## src/rtl/fp_pkg.sv

```systemverilog
// Shared binary32 helpers: field positions, canonical quiet NaN, NaN test and
// the reducer's state encoding.
package fp_pkg;

  localparam logic [31:0] QNAN = 32'h7FC0_0000;

  localparam int SIGN   = 31;
  localparam int EXP_HI = 30;
  localparam int EXP_LO = 23;
  localparam int MAN_HI = 22;
  localparam int MAN_LO = 0;

  typedef enum logic [1:0] {
    IDLE  = 2'd0,
    ACCUM = 2'd1,
    HOLD  = 2'd2
  } state_t;

  function automatic logic is_nan(input logic [31:0] x);
    return (&x[EXP_HI:EXP_LO]) && (|x[MAN_HI:MAN_LO]);
  endfunction

endpackage

```

## src/rtl/compare.sv

```systemverilog
// Binary32 A >= B over non-NaN operands; +0 orders above -0 because the
// comparison is done on a monotonic unsigned key of the bit pattern.
module compare
  import fp_pkg::*;
(
  input  logic [31:0] a,
  input  logic [31:0] b,
  output logic        ge
);

  // Negatives invert all bits so larger magnitude sorts lower; positives get
  // the sign bit forced high so they sort above every negative.
  function automatic logic [31:0] order_key(input logic [31:0] x);
    return x[SIGN] ? ~x : {1'b1, x[SIGN-1:0]};
  endfunction

  assign ge = (order_key(a) >= order_key(b));

endmodule

```

## src/rtl/fp_block_minmax.sv

```systemverilog
// Streaming per-block min/max reducer for binary32 samples: tracks first-seen
// extreme values with indices, sample count, NaN and overflow status.
module fp_block_minmax
  import fp_pkg::*;
#(
  parameter  int MAX_LEN = 256,
  localparam int IW      = $clog2(MAX_LEN + 1)
) (
  input  logic          clk,
  input  logic          rst_n,
  input  logic [31:0]   in_data,
  input  logic          in_valid,
  input  logic          in_last,
  output logic          in_ready,
  output logic [31:0]   out_max,
  output logic [31:0]   out_min,
  output logic [IW-1:0] out_max_idx,
  output logic [IW-1:0] out_min_idx,
  output logic [IW-1:0] out_count,
  output logic          out_nan,
  output logic          out_ovf,
  output logic          out_valid,
  input  logic          out_ready
);

  state_t        state_reg;
  logic [31:0]   max_reg, min_reg;
  logic [IW-1:0] max_idx_reg, min_idx_reg, count_reg;
  logic          have_val_reg, nan_reg, ovf_reg;
  logic          in_ready_reg, out_valid_reg;

  logic [31:0]   cmp_a [2];
  logic [31:0]   cmp_b [2];
  logic [1:0]    cmp_ge;

  // Path 0 asks "sample >= max", path 1 asks "min >= sample".
  assign cmp_a[0] = in_data;
  assign cmp_b[0] = max_reg;
  assign cmp_a[1] = min_reg;
  assign cmp_b[1] = in_data;

  genvar gi;
  generate
    for (gi = 0; gi < 2; gi++) begin : g_cmp
      compare u_cmp (
        .a  (cmp_a[gi]),
        .b  (cmp_b[gi]),
        .ge (cmp_ge[gi])
      );
    end
  endgenerate

  logic          xfer, sample_nan, load_first, upd_max, upd_min, blk_end;
  logic [IW-1:0] count_next;

  assign xfer       = in_valid && in_ready_reg;
  assign sample_nan = is_nan(in_data);
  assign count_next = count_reg + IW'(1);
  assign load_first = !sample_nan && !have_val_reg;
  assign upd_max    = !sample_nan && have_val_reg && cmp_ge[0] && (in_data != max_reg);
  assign upd_min    = !sample_nan && have_val_reg && cmp_ge[1] && (in_data != min_reg);
  assign blk_end    = in_last || (count_next == IW'(MAX_LEN));

  always_ff @(posedge clk or negedge rst_n) begin
    if (!rst_n) begin
      state_reg     <= IDLE;
      max_reg       <= '0;
      min_reg       <= '0;
      max_idx_reg   <= '0;
      min_idx_reg   <= '0;
      count_reg     <= '0;
      have_val_reg  <= 1'b0;
      nan_reg       <= 1'b0;
      ovf_reg       <= 1'b0;
      in_ready_reg  <= 1'b1;
      out_valid_reg <= 1'b0;
    end else begin
      case (state_reg)
        HOLD: begin
          if (out_ready) begin
            state_reg     <= IDLE;
            max_reg       <= '0;
            min_reg       <= '0;
            max_idx_reg   <= '0;
            min_idx_reg   <= '0;
            count_reg     <= '0;
            have_val_reg  <= 1'b0;
            nan_reg       <= 1'b0;
            ovf_reg       <= 1'b0;
            in_ready_reg  <= 1'b1;
            out_valid_reg <= 1'b0;
          end
        end
        default: begin
          if (xfer) begin
            count_reg <= count_next;
            if (sample_nan) nan_reg <= 1'b1;
            if (load_first) begin
              max_reg      <= in_data;
              min_reg      <= in_data;
              max_idx_reg  <= count_reg;
              min_idx_reg  <= count_reg;
              have_val_reg <= 1'b1;
            end
            if (upd_max) begin
              max_reg     <= in_data;
              max_idx_reg <= count_reg;
            end
            if (upd_min) begin
              min_reg     <= in_data;
              min_idx_reg <= count_reg;
            end
            if (blk_end) begin
              state_reg     <= HOLD;
              in_ready_reg  <= 1'b0;
              out_valid_reg <= 1'b1;
              ovf_reg       <= !in_last;
              // An all-NaN block reports the canonical quiet NaN at index 0.
              if (!have_val_reg && sample_nan) begin
                max_reg <= QNAN;
                min_reg <= QNAN;
              end
            end else begin
              state_reg <= ACCUM;
            end
          end
        end
      endcase
    end
  end

  assign in_ready    = in_ready_reg;
  assign out_max     = max_reg;
  assign out_min     = min_reg;
  assign out_max_idx = max_idx_reg;
  assign out_min_idx = min_idx_reg;
  assign out_count   = count_reg;
  assign out_nan     = nan_reg;
  assign out_ovf     = ovf_reg;
  assign out_valid   = out_valid_reg;

endmodule

```

## config.mk

```make
export PLATFORM = sky130hd
export DESIGN_NAME = fp_block_minmax
export DESIGN_NICKNAME = d
export VERILOG_FILES = /design/src/rtl/fp_pkg.sv /design/src/rtl/compare.sv /design/src/rtl/fp_block_minmax.sv
export SDC_FILE = /design/constraint.sdc
export NUM_CORES = 1
export LEC_CHECK = 0
export BUFFER_PORTS_ARGS = -buffer_cell sky130_fd_sc_hd__buf_2
export CORE_AREA = 5 5 128 130
export DETAILED_ROUTE_END_ITERATION = 10
export DIE_AREA = 0 0 133 135
export GPL_TIMING_DRIVEN = 0
export PLACE_DENSITY = 0.76
export SYNTH_ARGS = -nofsm -noshare
export SYNTH_HDL_FRONTEND = slang
export SYNTH_HIERARCHICAL = 1
export SYNTH_SLANG_ARGS = --single-unit
export TNS_END_PERCENT = 20
```

## constraint.sdc

```tcl
create_clock -name clk -period 2.7 [get_ports clk]
set_input_delay 0.405 -clock clk [delete_from_list [all_inputs] [get_ports clk]]
set_output_delay 0.405 -clock clk [all_outputs]
set_load 0.005 [all_outputs]
```

# After elaboration in Yosys (flattened, before gate mapping)
# Cells that the tools add are included.
dict set report op_classes {
  order_cmp 2
  bitwise 3
  muxes 47
  addsub 1
  reduce_logical 27
  eq_ne 5
}
# cell n
set op_table {}
lappend op_table {{32-bit 2-to-1 mux} 16}
lappend op_table {{32-bit NOT} 3}
lappend op_table {{9-bit 2-to-1 mux} 10}
lappend op_table {{32-bit greater-or-equal comparator} 2}
lappend op_table {{32-bit != test} 2}
lappend op_table {{23-bit OR reduction} 1}
lappend op_table {{1-bit 2-to-1 mux} 17}
lappend op_table {{3-bit AND reduction} 5}
lappend op_table {{9-bit by 1-bit adder with 9-bit output, second input constant} 1}
lappend op_table {{9-bit == test, second input constant} 1}
lappend op_table {{1-bit logical AND} 9}
lappend op_table {{2-bit 2-to-1 mux} 4}
lappend op_table {{8-bit AND reduction} 1}
lappend op_table {{2-bit nonzero test} 4}
lappend op_table {{3-bit nonzero test} 2}
lappend op_table {{1-bit zero test} 3}
lappend op_table {{2-bit == test, second input constant} 1}
lappend op_table {{2-bit != test, second input constant} 1}
lappend op_table {{2-bit AND reduction} 1}
lappend op_table {{1-bit logical OR} 1}
dict set report word_totals {
  register_bits 98
  output_inout_bits 95
  word_cells 96
}

# Longest topological paths before layout
# Gate-level depths: netlist (run 1).
dict set report logic_depth {
  depth_word 11
  ltp_mapped 13
  ltp_nobuf 10
}

# Hierarchy
# Netlist (run 1), hierarchy kept.
# mod instances cells_per_inst seq_area_each_um2 area_each_um2
set modules_own_cells {}
lappend modules_own_cells {fp_block_minmax 1 482 2453.6 5097.4}
lappend modules_own_cells {{compare at g_cmp[1].u_cmp} 1 150 0.0 1277.5}
lappend modules_own_cells {{compare at g_cmp[0].u_cmp} 1 148 0.0 1262.5}

# Least setup slack after synthesis (run 1)
# Ideal clock, no wire load.
dict set report synth_timing {
  path_type {input-to-reg}
  startpoint {in in_data[31]}
  endpoint {reg max_reg[22], in the netlist out_max[22]}
  setup_time_ns 0.126
  arrival_ns 2.742
  setup_slack_ns -0.168
  n_path_buf 3
  cell_stages 13
  cell_sequence {clkbuf_1 -> buf_2 -> xor2_1 -> ha_1 -> a21oi_2 -> o21ai_1 -> a221o_1 -> o311ai_1 -> nand3_1 -> o21ai_0 -> a21oi_2 -> buf_4 -> mux2i_1}
}
dict set report synth_via {
  elab_chain_cells 10
  elab_cells_between_ends 11
  cone_classes {order compare (1); eq/ne (1); mux (6); bitwise (1); reduce/logical (2)}
}
# item line_no
set synth_lines {}
lappend synth_lines {{start: declaration} fp_block_minmax.sv:11} ;# input logic [31:0] in_data,
lappend synth_lines {{32-bit NOT} compare.sv:14} ;# return x[SIGN] ? ~x : {1'b1, x[SIGN-1:0]};
lappend synth_lines {{32-bit 2-to-1 mux (*)} compare.sv:14}
lappend synth_lines {{32-bit greater-or-equal comparator (*)} compare.sv:17} ;# assign ge = (order_key(a) >= order_key(b));
lappend synth_lines {{via cmp_ge[0]} fp_block_minmax.sv:34} ;# logic [1:0] cmp_ge;
lappend synth_lines {{1-bit logical AND (*) (2 in a row)} fp_block_minmax.sv:60} ;# assign upd_max = !sample_nan && have_val_reg && cmp_ge[0] && (in_data != max_reg);
lappend synth_lines {{32-bit 2-to-1 mux (*)} fp_block_minmax.sv:105} ;# if (upd_max) begin
lappend synth_lines {{32-bit 2-to-1 mux} fp_block_minmax.sv:119} ;# if (!have_val_reg && sample_nan) begin
lappend synth_lines {{32-bit 2-to-1 mux (*)} fp_block_minmax.sv:113} ;# if (blk_end) begin
lappend synth_lines {{32-bit 2-to-1 mux (*)} fp_block_minmax.sv:95} ;# if (xfer) begin
lappend synth_lines {{32-bit 2-to-1 mux (*)} fp_block_minmax.sv:78} ;# case (state_reg)
lappend synth_lines {{end signal: assignment} fp_block_minmax.sv:99} ;# max_reg <= in_data;
lappend synth_lines {{end signal: assignment} fp_block_minmax.sv:106} ;# max_reg <= in_data;
lappend synth_lines {{end: declaration} fp_block_minmax.sv:27} ;# logic [31:0] max_reg, min_reg;
# Mark *: on every way through the listed nets, which the timed path passes. The rest lies on a longest branch. The select of a mux whose other input is x is not followed.
# A chain may end at the register's enable or synchronous reset.

# Worst setup path after layout (run 1)
dict set report layout_timing {
  startpoint {reg min_reg[31], in the netlist out_min[31]}
  endpoint {reg min_reg[9], in the netlist out_min[9]}
}
dict set report layout_via {
  elab_chain_cells 10
  elab_cells_between_ends 11
  cone_classes {order compare (1); eq/ne (1); mux (6); bitwise (1); reduce/logical (2)}
}
# item line_no
set layout_lines {}
lappend layout_lines {{start: declaration} fp_block_minmax.sv:27}
lappend layout_lines {{start signal: assignment} fp_block_minmax.sv:100} ;# min_reg <= in_data;
lappend layout_lines {{start signal: assignment} fp_block_minmax.sv:110} ;# min_reg <= in_data;
lappend layout_lines {{32-bit NOT} compare.sv:14}
lappend layout_lines {{32-bit 2-to-1 mux (*)} compare.sv:14}
lappend layout_lines {{32-bit greater-or-equal comparator (*)} compare.sv:17}
lappend layout_lines {{via cmp_ge[1]} fp_block_minmax.sv:34}
lappend layout_lines {{1-bit logical AND (*) (2 in a row)} fp_block_minmax.sv:61} ;# assign upd_min = !sample_nan && have_val_reg && cmp_ge[1] && (in_data != min_reg);
lappend layout_lines {{32-bit 2-to-1 mux (*)} fp_block_minmax.sv:109} ;# if (upd_min) begin
lappend layout_lines {{32-bit 2-to-1 mux} fp_block_minmax.sv:119}
lappend layout_lines {{32-bit 2-to-1 mux (*)} fp_block_minmax.sv:113}
lappend layout_lines {{32-bit 2-to-1 mux (*)} fp_block_minmax.sv:95}
lappend layout_lines {{32-bit 2-to-1 mux (*)} fp_block_minmax.sv:78}
# Marked as above.

==> results.txt, run 1 <==
The floorplan step defined a core boundary enclosing 0.0150 sq mm. Entering global routing, the biggest net connects 58 pins. In this run the cell area of the synthesized design comes to 0.00764 sq mm. The portion of synthesized cell area occupied by the leading cell type works out to 31.8%. The largest stage delay on the critical path works out to 470 ps. The first global-routing pass estimated 35,300 microns of wire. For this block, the routed nets add up to 23,000 microns of wire.

Across all layers, the routed design uses 6,640 vias. The net total in the final layout was 1,046; the antenna violation net count after detailed routing was 0. After detailed routing, the number of vias per cell comes to 5.84. The total buffers and inverters traversed by the critical path is 3, and the number of maximum-capacitance violations is 0. Setup violations remaining at the end of the flow were counted as 82. The tools report the number of optimization iterations in the first detailed-route pass as 4.

The logs give 50.8% for the starting density of the core and 0.00860 sq mm for the placement-stage cell area. The number of antenna violations at the first check in global routing was 0. The share of cells above drive strength 1 is 25.3%, and the cell area power density is 368 mW/mm^2.

The gate family responsible for the most delay along the worst path was compound AO/OA/AOI/OAI gates. For the number of cells produced by synthesis, the log shows 780. For the worst setup path, the data arrival time is 3370 ps.

Of the synthesized area, sequential elements account for 32.1%. The clock drives 98 sinks. The tightest min-delay check is of the in -> async type.

0 antenna diodes ended up in the layout. The dominant cell type by area after synthesis is dfrtp_1. Number of slew-limit violations in the final report: 0. The number of port buffers works out to 131. In this run the clock root is driven by a clkbuf_16. In this run the count of I/O pins placed on the die edge is 132.

The clock passes through at most 2 buffers. Fill cells in the final layout number 1,215. TritonCTS built the clock tree. The floorplan step set the die height to 135 microns.

In the routed design, unresolved DRC markers number 0. The final reports fail on negative setup slack. The worst setup path is launched from a register. Adding up every negative setup slack in the final design gives -31,710 ps. Ranked by instance count, the synthesized netlist is headed by xor2_1 (127), nand2_1 (101), dfrtp_1 (97), ha_1 (65), xnor2_1 (62). The H-tree generated during clock tree synthesis spans 3 levels. Across the VDD grid, the largest voltage drop is 276 uV.

Dividing the detail-routed wire length by the instance count gives 20.2 microns. During synthesis, Yosys emitted a total of 6 warnings. The number of global-route vias before repair is 6,510.

For this design, the CTS-stage hold fixing added 0 buffers. After clock tree synthesis, the clock-pin slew on the worst setup and hold paths is 70 ps. The final worst-path cycle share came out at 116%.

The all-layer global routing usage was 24.9%. In this run, synthesis produced a sequential element count of 98. Clock skew on the completed layout was measured at 9.48 ps.

The tools report the fmax as 319 MHz. The final instance area came out at 0.00937 sq mm. Sorting the synthesized cells by area gives the leading types as dfrtp_1 (32%), xor2_1 (15%), ha_1 (11%).

The critical setup path kind is reg -> reg. For the final weighted congestion in routability-driven placement, the log shows 0.911. For this design, the slowest cell found on the critical path is dfrtp_2. From synthesis to final layout, the design area changed by 22.7%. The critical-path maximum fanout was 10. The total overflow left after global routing is 0. At the pin with the least slew margin, the transition time is 764 ps.

For this run, the leading register cell type out of synthesis is dfrtp_1. The logs give 16,700 microns for the half-perimeter wire length of the detailed placement result and 53 for the count of unique library cells instantiated by Yosys. After floorplanning, the core was divided into 45 placement rows. The tools report the worst path setup slack after routing as -430 ps. The number of synthesized flops with an enable pin came out at 0.

The flow ran to the end, but the final reports show violations. The synthesized area per cell came out at 9.79 sq um. The analysis attributes to cell leakage a power of 4.64 nW.

The number of hold violations in the final report was 0; the relative max-transition margin was 49.1%. For this run, asynchronously set or reset flops after synthesis account for 100%. For the worst-skew pair, the clock arrives at the later sink with an insertion delay of 360 ps. The worst setup path is captured at a register.

The die is 133 microns wide. The smallest clock period supported by the final layout is computed as 3130 ps. The run gives 0.0180 sq mm as the full die area. The number of nets handed over by synthesis was 882. For the required time of the worst setup path, the log shows 2940 ps. Setup repair after global routing could not meet its margin everywhere. The detailed router finished its first iteration with 477 violations.

The number of CTS-inserted buffers was 9. Walking the worst path, the cells encountered are buf_8, xor2_1, ha_2, o21a_1, o2111ai_1, o21a_1, o211ai_1, a21o_1, o211ai_1, a221oi_4, buf_12, buf_6, o2bb2ai_1. The most repeated cell in the gate-level netlist after synthesis was xor2_1.
[path summary, 6_finish.rpt]
path                           endpoint  depth (start not counted)         from  slack [ps]
setup reg to reg             out_min[9]                         13  out_min[31]        -430
min in group clk           have_val_reg                          2    out_ready         280
hold reg to reg               out_valid                          1    out_valid         500
hold / removal              out_min[25]                          1        rst_n         110
setup / recovery             out_min[9]                         13  out_min[31]        -430
max in group asynchronous    out_max[8]                          2        rst_n        1880
[routing by layer]
metal | vias up | wire, microns | global-route usage, %
met1 | 3248 | 9400 | 31.7
met4 | 0 | 783 | 9.01
met5 | - | 0 | 0
met3 | 49 | 1720 | 5.63
li1 | 3087 | - | -
met2 | 256 | 11100 | 41.8
[worst register-to-register path: stages, from the launching register on]
cell and delay (ps):
dfrtp_2 470, buf_8 180, xor2_1 170, ha_2 310, o21a_1 110, o2111ai_1 120
o21a_1 230, o211ai_1 300, a21o_1 200, o211ai_1 220, a221oi_4 330, buf_12 160
buf_6 140, o2bb2ai_1 90
[cells by family after synthesis]
family                     after synthesis  share of synthesized area (%)
muxes                                   38                           4.98
DFF                                     98                           32.1
AOI/OAI and AO/OA                      150                           15.0
and+or+nand+nor                        186                           11.8
adders and majority gates               65                           10.6
buffers and inverters                   53                           3.51
xor gates and xnor gates               190                           21.9
[repair_timing]
action	4_1_cts	5_1_grt
pin swaps	8	21
buffers inserted	12	5
gates cloned	2	4
setup endpoints to repair	82	82
resized for setup	17	34
[cell usage in the layout (no fill, tap or decap), types with 20 or more instances in the layout]
master     synthesis  routed
xnor2_1           62      60
buf_4              5      20
mux2i_1           38      38
dfrtp_1           97      95
buf_2             16     136
ha_1              65      64
xor2_1           127     127
nor4_1            22      22
o2bb2ai_1         41      34
nand2_1          101     100
a21oi_1           40      39
[power by group]
part,internal [mW],switching (mW)
clock,0.851,0.617
sequential,1.47,0
combinational,0.204,0.312
total,2.52,0.929
[stage by stage]
stage | setup slack [ps] | power [mW] | instances | util [%] | hold slack [ps]
CTS | -348 | 3.44 | 1129 | 60.5 | 136
floorplan | -12.6 | 1.78 | 780 | - | 109
global route | -504 | 3.59 | 1137 | 62.4 | 157
global placement | -896 | 1.96 | 1099 | 57.1 | 473
finish | -430 | 3.45 | 1137 | 62.4 | 107
detailed placement | -934 | 1.97 | 1100 | 57.2 | 472
[cell type report]
class                   count  area, sq um  share of cell area, %
multi-input cells         629         5080                   54.2
flip-flops and latches     98         2460                   26.2
repair buffers            154          897                   9.57
plain buffers              41          333                   3.55
clock buffers              10          239                   2.55
well taps                 188          235                   2.51
clock inverters             6         96.3                   1.03
inverters                  11         41.3                  0.440
Note: power is estimated with default switching activity, not from simulation.
==> inputs of run 2 (changes only) <==
Settings changed: BUFFER_PORTS_ARGS -buffer_cell sky130_fd_sc_hd__buf_2 to not set, CORE_AREA 5 5 128 130 to 5 5 117 119, DIE_AREA 0 0 133 135 to 0 0 122 124, DONT_BUFFER_PORTS set to 1, PLACE_DENSITY 0.76 to 0.77, SYNTH_HIERARCHICAL 1 to not set.
==> run 2 against run 1 <==
The run ends with negative hold slack, negative setup slack left. Sequential cell count did not move. Worst hold slack got worse by 370 ps. Largest cell class unchanged. Highest routed layer unchanged. Largest power group unchanged. Clock skew rose by 1.3 ps.
==> results.txt, run 2 <==
The residual DRC count came out at 0. The number of cells produced by synthesis came out at 750. The die covers 0.0151 sq mm. The horizontal extent of the die was 122 microns; the proportion of synthesized flip-flops having asynchronous set or reset was 100%.

The insertion delay of the later-clocked pin in the worst-skew pair came out at 360 ps. Critical path endpoint: out_min[4]. For the number of optimization iterations in the first detailed-route pass, the log shows 5. The total of warnings raised by yosys is 0, and the average routed wire per standard cell is 23.8 microns. Ranked by instance count, the synthesized netlist is headed by dfrtp_1 (97), xnor2_1 (89), xor2_1 (70), ha_1 (61), nand2_1 (51).

The cell area that synthesis handed to floorplanning was 0.00725 sq mm. The number of nets in the synthesized netlist is 848. The tools report the diode insertion count for antenna repair as 0. Counting I/O delays and the setup requirement, the final critical path takes 3090 ps. On the worst path, the slowest cell contributes a delay of 430 ps. Multiplexer cells account for 4.97% of the synthesized area. The setup violation total in the final timing report is 82, and the half-perimeter wire length of the detailed placement result is 16,700 microns. Leaving out fill and tap cells, the most frequent cells in the layout are dfrtp_1 (96), xnor2_1 (88), xor2_1 (63). Sorting the synthesized cells by area gives the leading types as dfrtp_1 (33%), xnor2_1 (11%), ha_1 (11%).

STA puts the critical path data required time at 2950 ps. The floorplan step defined a core boundary enclosing 0.0125 sq mm. The clock transition at the register clock pins on the worst setup and hold paths after CTS was 70 ps. The number of port buffers was 0; the all-layer global routing usage was 30.2%. Clock tree synthesis found a total of 98 sinks.

The tools report the startpoint of the most critical register-to-register path as out_min[31]. The remaining global-route overflow is 0. In this run, the number of DRC markers left after iteration 0 of detailed routing was 615.

The tools report the arrival time at the worst endpoint as 3340 ps. The average vias per placed instance was 6.41; the total via count in the routed design was 6,112. The final weighted congestion in routability-driven placement was 0.942.

The maximum number of pins on one net before global-route repair is 99. dfrtp_1 takes more of the synthesized area than any other cell. IR analysis of the VDD net gives a maximum drop of 355 uV. Once the floorplan was initialized, standard cells occupied 58.1% of the core.

The aggregate routed wire length came out at 22,700 microns. By startpoint and endpoint, the worst setup path is classified as reg -> reg. Per report_power, the combinational group accounts for 13.6% of the total. Counting flops and latches in the post-synthesis netlist gives 98. The most critical setup path has its startpoint at out_min[31]. After detailed placement, the design holds a cell count of 922. The tools report the total leakage power as 3.74 nW. The overall power after layout is 3.16 mW, and the final worst-path cycle share is 115%. The run gives 6,136 as the number of global-route vias before repair.

The share of total power dissipated in the clock network is 39.9%. The simple-gate share of the synthesized area came out at 10.2%. The internal portion of the total power is 2.27 mW. By area, the combinational part of the netlist is dominated by XOR/XNOR gates. The number of hold violations in the final report is 98, and the fill cell instance count of the final layout is 982. The H-tree was split into 3 levels. The die is 124 microns tall. Of the total synthesized cell area, the portion taken by XOR and XNOR cells is 19.2%. Dominant register cell in the synthesized netlist: dfrtp_1. Across the run, the number of max-cap violations was 0. For the final database, setup skew stands at 10.8 ps. The number of slew-limit violations in the final report was 0. TritonCTS built the clock tree. Type of destination of the critical path: a register. The synthesized area per cell is 9.66 sq um. The cell at the root of the clock tree was clkbuf_16.

Summed over all nets, the switching power comes to 0.885 mW. Buffers inserted during clock tree synthesis total 9. The post-route non-filler standard cell count came out at 954. The number of top-level pins is 132, and the first-pass GRT wire length is 34,400 microns. The area fraction in compound gates after synthesis came out at 14.4%. The checks that failed: negative hold slack, negative setup slack. The library cell used most frequently in the layout, excluding fill and tap cells, is dfrtp_1. Measured against its own limit, the worst slew margin works out to 54.3%.

The run finished, with violations left. The power share of the sequential group came out at 46.4%. The number of cells on the worst reg-to-reg path is 12. For flop-to-flop paths, the worst setup slack is -390 ps. The synthesized netlist contains 53 unique library cells.

Compared with the post-synthesis result, the final layout area differs by 14.7%. For this run, the post-layout net count is 875. Setup repair after global routing could not meet its margin everywhere. STA classifies the critical path startpoint as a register. Of the total synthesized cell area, the portion taken by full adders, half adders and majority gates is 10.5%. Walking the worst path, the cells encountered are buf_8, buf_12, xor2_1, ha_1, nand4_1, nor4_4, and4_1, a2111o_1, buf_4, o211ai_4, buf_6, a32o_1. The cell area power density came out at 380 mW/mm^2. Of all nets on the critical path, the largest fanout is 10. Of the cells placed in the final design, the portion with a size suffix greater than 1 is 12.4%. Standard cell with the maximum stage delay on the critical path: dfrtp_1. The fmax is 323 MHz, and the number of synthesized flops with an enable pin is 0. In this run switching power makes up 28.0% of total power.

The final worst hold slack is -267 ps. The worst register-to-register path ends at out_min[4]. After synthesis, flip-flops and latches occupy 33.9% of the total area. The initialized floorplan defines 41 standard-cell rows.

For the worst path setup slack after routing, the log shows -394 ps. The detail route stage leaves a number of antenna-violating nets equal to 0. The class of the worst hold path was in -> async. Yosys instantiated no cell more often than dfrtp_1. Number of antenna violations at the first check in global routing: 0. For the pin with the worst max-slew slack, the measured transition is 683 ps. The clock passes through at most 2 buffers. After synthesis, the largest area contributor takes up 33.5% of total cell area.
==> run 2: worst min path at each step <==
stage	from	to	slack [ps]	cells after the start
6_report	rst_n	out_max_idx[8]	-270	0
3_5_place_dp	rst_n	out_min_idx[7]	110	0
2_1_floorplan	rst_n	have_val_reg	110	0
4_1_cts	rst_n	out_min_idx[7]	-270	0
3_3_place_gp	rst_n	out_min_idx[7]	110	0
5_1_grt	rst_n	out_max_idx[8]	-280	0
==> run 2: metal layers <==
| layer | up-vias | GRT usage, % | wire (microns) |
|---|---|---|---|
| li1 | 2700 | - | - |
| met1 | 3055 | 39.0 | 9170 |
| met2 | 289 | 47.3 | 10500 |
| met3 | 68 | 6.90 | 1990 |
| met4 | 0 | 16.1 | 1070 |
| met5 | - | 0 | 0 |
==> run 2: final cells by class <==
type	instances	area [sq um]	share of cell area (%)
Buffer	67	554	6.67
Clock buffer	10	229	2.75
Clock inverter	6	48.8	0.587
Inverter	51	191	2.30
Multi-Input combinational cell	533	4450	53.5
Sequential cell	98	2450	29.5
Tap cell	172	215	2.59
Timing Repair Buffer	17	174	2.09
==> run 2: cell families (layout without fill, tap and decap cells) <==
kind of cell / Yosys count / count (layout)
simple gates: 140 / 140
mux: 36 / 36
compound gates: 137 / 137
fa+ha+maj: 61 / 61
flops: 98 / 98
xor+xnor: 159 / 159
buf+inv: 119 / 151
==> run 2: metrics by stage <==
stage / util (%) / setup TNS [ps] / instance area, sq um / setup WS, ps / hold WS, ps
CTS: 66.3 / -19380 / 8270 / -334 / -274
global placement: 61.0 / -57620 / 7610 / -903 / 112
finish: 66.7 / -21090 / 8310 / -394 / -267
global route: 66.7 / -27350 / 8310 / -462 / -276
detailed placement: 61.0 / -59970 / 7610 / -946 / 112
floorplan: - / -891 / 7390 / -43.9 / 109
==> run 2: worst max-delay path, delay by kind of cell, from the launching register on <==
family,cells,cell delay [ps]
buffers and inverters,4,620
and+or+nand+nor,3,860
DFF,1,430
AOI/OAI and AO/OA,3,550
adders and majority gates,1,320
xor gates and xnor gates,1,170
==> run 2: repair_timing <==
item / CTS / global route
endpoints found under the setup margin: 82 / 82
pin swaps: 18 / 8
cloned: 3 / 0
buffers inserted: 12 / 2
gates resized for setup: 57 / 8
endpoints found under the hold margin: 98 / 98
==> run 2: power by group through the flow <==
stage	sequential [mW]	clock (mW)	combinational, mW
finish	1.47	1.26	0.430
detailed placement	1.50	0	0.392
CTS	1.47	1.27	0.413
floorplan	1.50	0	0.296
global route	1.47	1.33	0.468
global placement	1.50	0	0.374
==> inputs of run 3 (changes only) <==
Settings changed: CORE_AREA 5 5 117 119 to 2 2 103 129, DIE_AREA 0 0 122 124 to 0 0 105 131, PLACE_DENSITY 0.77 to 0.76.
==> run 3 against run 2 <==
The run still ends with negative hold slack, negative setup slack left. Critical path type unchanged. Non-clock buffer count fell by 2. Clock-buffer cell count did not move. Clock power is 6% higher. Power up 2.2%. Register-to-register slack worse by 60 ps. First-iteration DRC count down 36%. Cell count shrank 0.63%. Sequential share of layout area up 0.17 points. Combinational power is 3% lower. Maximum frequency is 2.0% lower. Sequential cell count did not move.
==> results.txt, run 3 (synthesis gave the netlist of run 2 again) <==
The run finished, with violations left. The final reports fail on negative hold slack, negative setup slack. Of the total power, combinational logic draws 13.0%. In this run the remaining antenna-violating nets after routing total 0.

For this run, global-route usage on met2 was measured as 56.8%. 132 I/O pins were placed. The number of slew-limit violations in the final report was 0; the average vias per placed instance was 6.45.

The largest buffer count on any clock path is 2. The worst register-to-register path ends at out_min[29]. The tools report the worst path setup slack after routing as -456 ps. The run gives 0 as the number of maximum-capacitance violations.

For this run, global-route usage on met1 was measured as 35.0%. The setup violation total in the final timing report is 82. The critical setup path kind is reg -> reg. The number of cells traversed by the worst register-to-register path works out to 12.

The H-tree was split into 3 levels. The region available for standard cell placement spans 0.0125 sq mm. Entering global routing, the biggest net connects 99 pins. Power spread over the standard cell area amounts to 390 mW/mm^2. The die covers 0.0138 sq mm. The internal portion of the total power is 2.35 mW.

IR analysis of the VDD net gives a maximum drop of 269 uV. After clock tree synthesis, the clock-pin slew on the worst setup and hold paths is 80 ps. The initial utilization of the core area, before any placement, comes to 57.8%. TritonCTS built the clock tree.

For this run, the top clock speed supported by timing is 317 MHz. The insertion delay of the later-clocked pin in the worst-skew pair was 360 ps. The tools report the pre-CTS setup slack as -1080 ps. Setup repair after global routing could not meet its margin everywhere. Measured along the x axis, the die boundary spans 105 microns. The number of hold violations in the final report was 98. Data arrives at the worst endpoint at 3420 ps. Row generation in the floorplan step produced 46 rows. The total overflow left after global routing is 0.

Leaving out fill and tap cells, the most frequent cells in the layout are dfrtp_1 (96), xnor2_1 (88), xor2_1 (64). For this design, the sink count on the clock tree is 98. The first global-routing pass estimated 33,800 microns of wire. The y dimension of the die was 131 microns.

The switching share of power was 27.1%; the share of cells above drive strength 1 was 11.8%. Overall power consumption after layout is estimated at 3.23 mW. The analysis attributes to net switching a power of 0.874 mW. Along the worst path, the maximum fanout reaches 7. The number of port buffers is 0. Global routing consumed, over all layers together, 32.3% of the routing resources.

The clock network burns 41.6% of the power. The final worst-path cycle share came out at 117%. The repair_antennas step left the layout with diodes totalling 0. Counting I/O delays and the setup requirement, the final critical path takes 3160 ps.

For the pin with the worst max-slew slack, the measured transition is 735 ps. Once placement finished, the instance area stood at 0.00760 sq mm. The final instance area was 0.00827 sq mm; the final core utilization was 65.9%. Global routing consumed, on the met3 layer, 8.38% of the routing resources. The global routing's busiest layer was met2. For this run, design rule violations remaining after detail routing come to 0.

For this block, the initial DRC count from the detailed router was 392. The worst hold path belongs to the class in -> async. The final worst hold slack is -271 ps, and the setup slack on the worst flop-to-flop path is -460 ps. The half-perimeter wire length of the detailed placement result came out at 16,700 microns. The congestion estimate from routability-driven global placement came to 0.984. For the power share of the sequential group, the log shows 45.4%. Compared with the post-synthesis result, the final layout area differs by 14.1%. Across all layers, the routed design uses 6,114 vias. Buffers inserted during clock tree synthesis total 9. The number of global-route vias before repair is 6,212.

Summed over all cells, the static leakage comes to 3.74 nW. The type of destination of the critical path is a register. Required time of the worst setup path: 2960 ps. The type of element launching the critical path is a register. For the number of optimization iterations in the first detailed-route pass, the log shows 5. The library cell used most frequently in the layout, excluding fill and tap cells, is dfrtp_1. The worst register-to-register path begins at out_min[31].

The tools report the cell at the root of the clock tree as clkbuf_16. On the final layout, the worst clock skew is 14.5 ps. The number of antenna violations at the first check in global routing was 0; the net total in the final layout was 873. Headroom to the max-slew limit came out at 50.8%. For this block, the routed nets add up to 22,300 microns of wire. In the final routed layout, each cell accounts on average for 23.5 microns.
==> run 3: cell count changes in the layout (fill, tap and decap cells not counted), moves of 2 or more <==
| cell | delta |
|---|---|
| buf_4 | -3 |
| buf_8 | +3 |
| buf_12 | -2 |
| buf_16 | -2 |
| clkbuf_16 | +2 |
| inv_6 | -3 |
==> run 3: per-layer routing <==
metal / vias up / routed length (microns)
met5: - / 0
met4: 0 / 1360
met3: 100 / 1840
met2: 301 / 11200
met1: 3020 / 7860
li1: 2693 / -
==> run 3: worst max-delay path by stage <==
stage          cells past startpoint              to        start  slack (ps)
2_1_floorplan                     12      out_max[3]  in_data[31]         -40
3_3_place_gp                      11     out_max[21]  out_max[31]       -1070
3_5_place_dp                      11     out_max[15]  out_max[31]       -1080
4_1_cts                           12  out_min_idx[4]  out_min[31]        -390
5_1_grt                           12     out_min[28]  out_min[31]        -520
6_report                          12     out_min[29]  out_min[31]        -460
==> run 3: power groups by stage <==
stage / Combinational (mW) / Sequential (mW) / Clock, mW
after detailed placement: 0.389 / 1.50 / 0
after global placement: 0.373 / 1.50 / 0
after floorplan: 0.296 / 1.50 / 0
final: 0.418 / 1.47 / 1.34
after global routing: 0.461 / 1.47 / 1.39
after CTS: 0.407 / 1.47 / 1.34
==> run 3: final cells by class <==
class / instances / area, sq um
buffer: 67 / 531
clock buffer: 10 / 229
clock inverter: 6 / 66.3
fill: 1011 / 4280
inverter: 51 / 191
multi-input combinational: 533 / 4420
sequential: 98 / 2450
tap: 168 / 210
timing repair buffer: 15 / 169
==> run 3: critical path, stage by stage, from the launching register on <==
cell and delay [ps]:
dfrtp_1 430, buf_8 170, buf_12 140, xor2_1 160, ha_1 310, nand4_1 210
nor4_4 410, and4_4 300, a2111o_1 180, o211a_1 220, buf_8 180, buf_12 140
mux2i_1 220
==> run 3: stage by stage <==
step           setup TNS [ps]  instances
2_1_floorplan            -891        750
3_3_place_gp           -67100        918
3_5_place_dp           -70020        918
4_1_cts                -21580        940
5_1_grt                -34200        948
6_report               -28290        948
==> run 3: what timing repair did <==
action	CTS	global route
buffers inserted	7	4
gates resized for setup	47	11
endpoints found under the hold margin	98	98
pin swaps	12	7
setup endpoints to repair	82	82
cloned	0	4
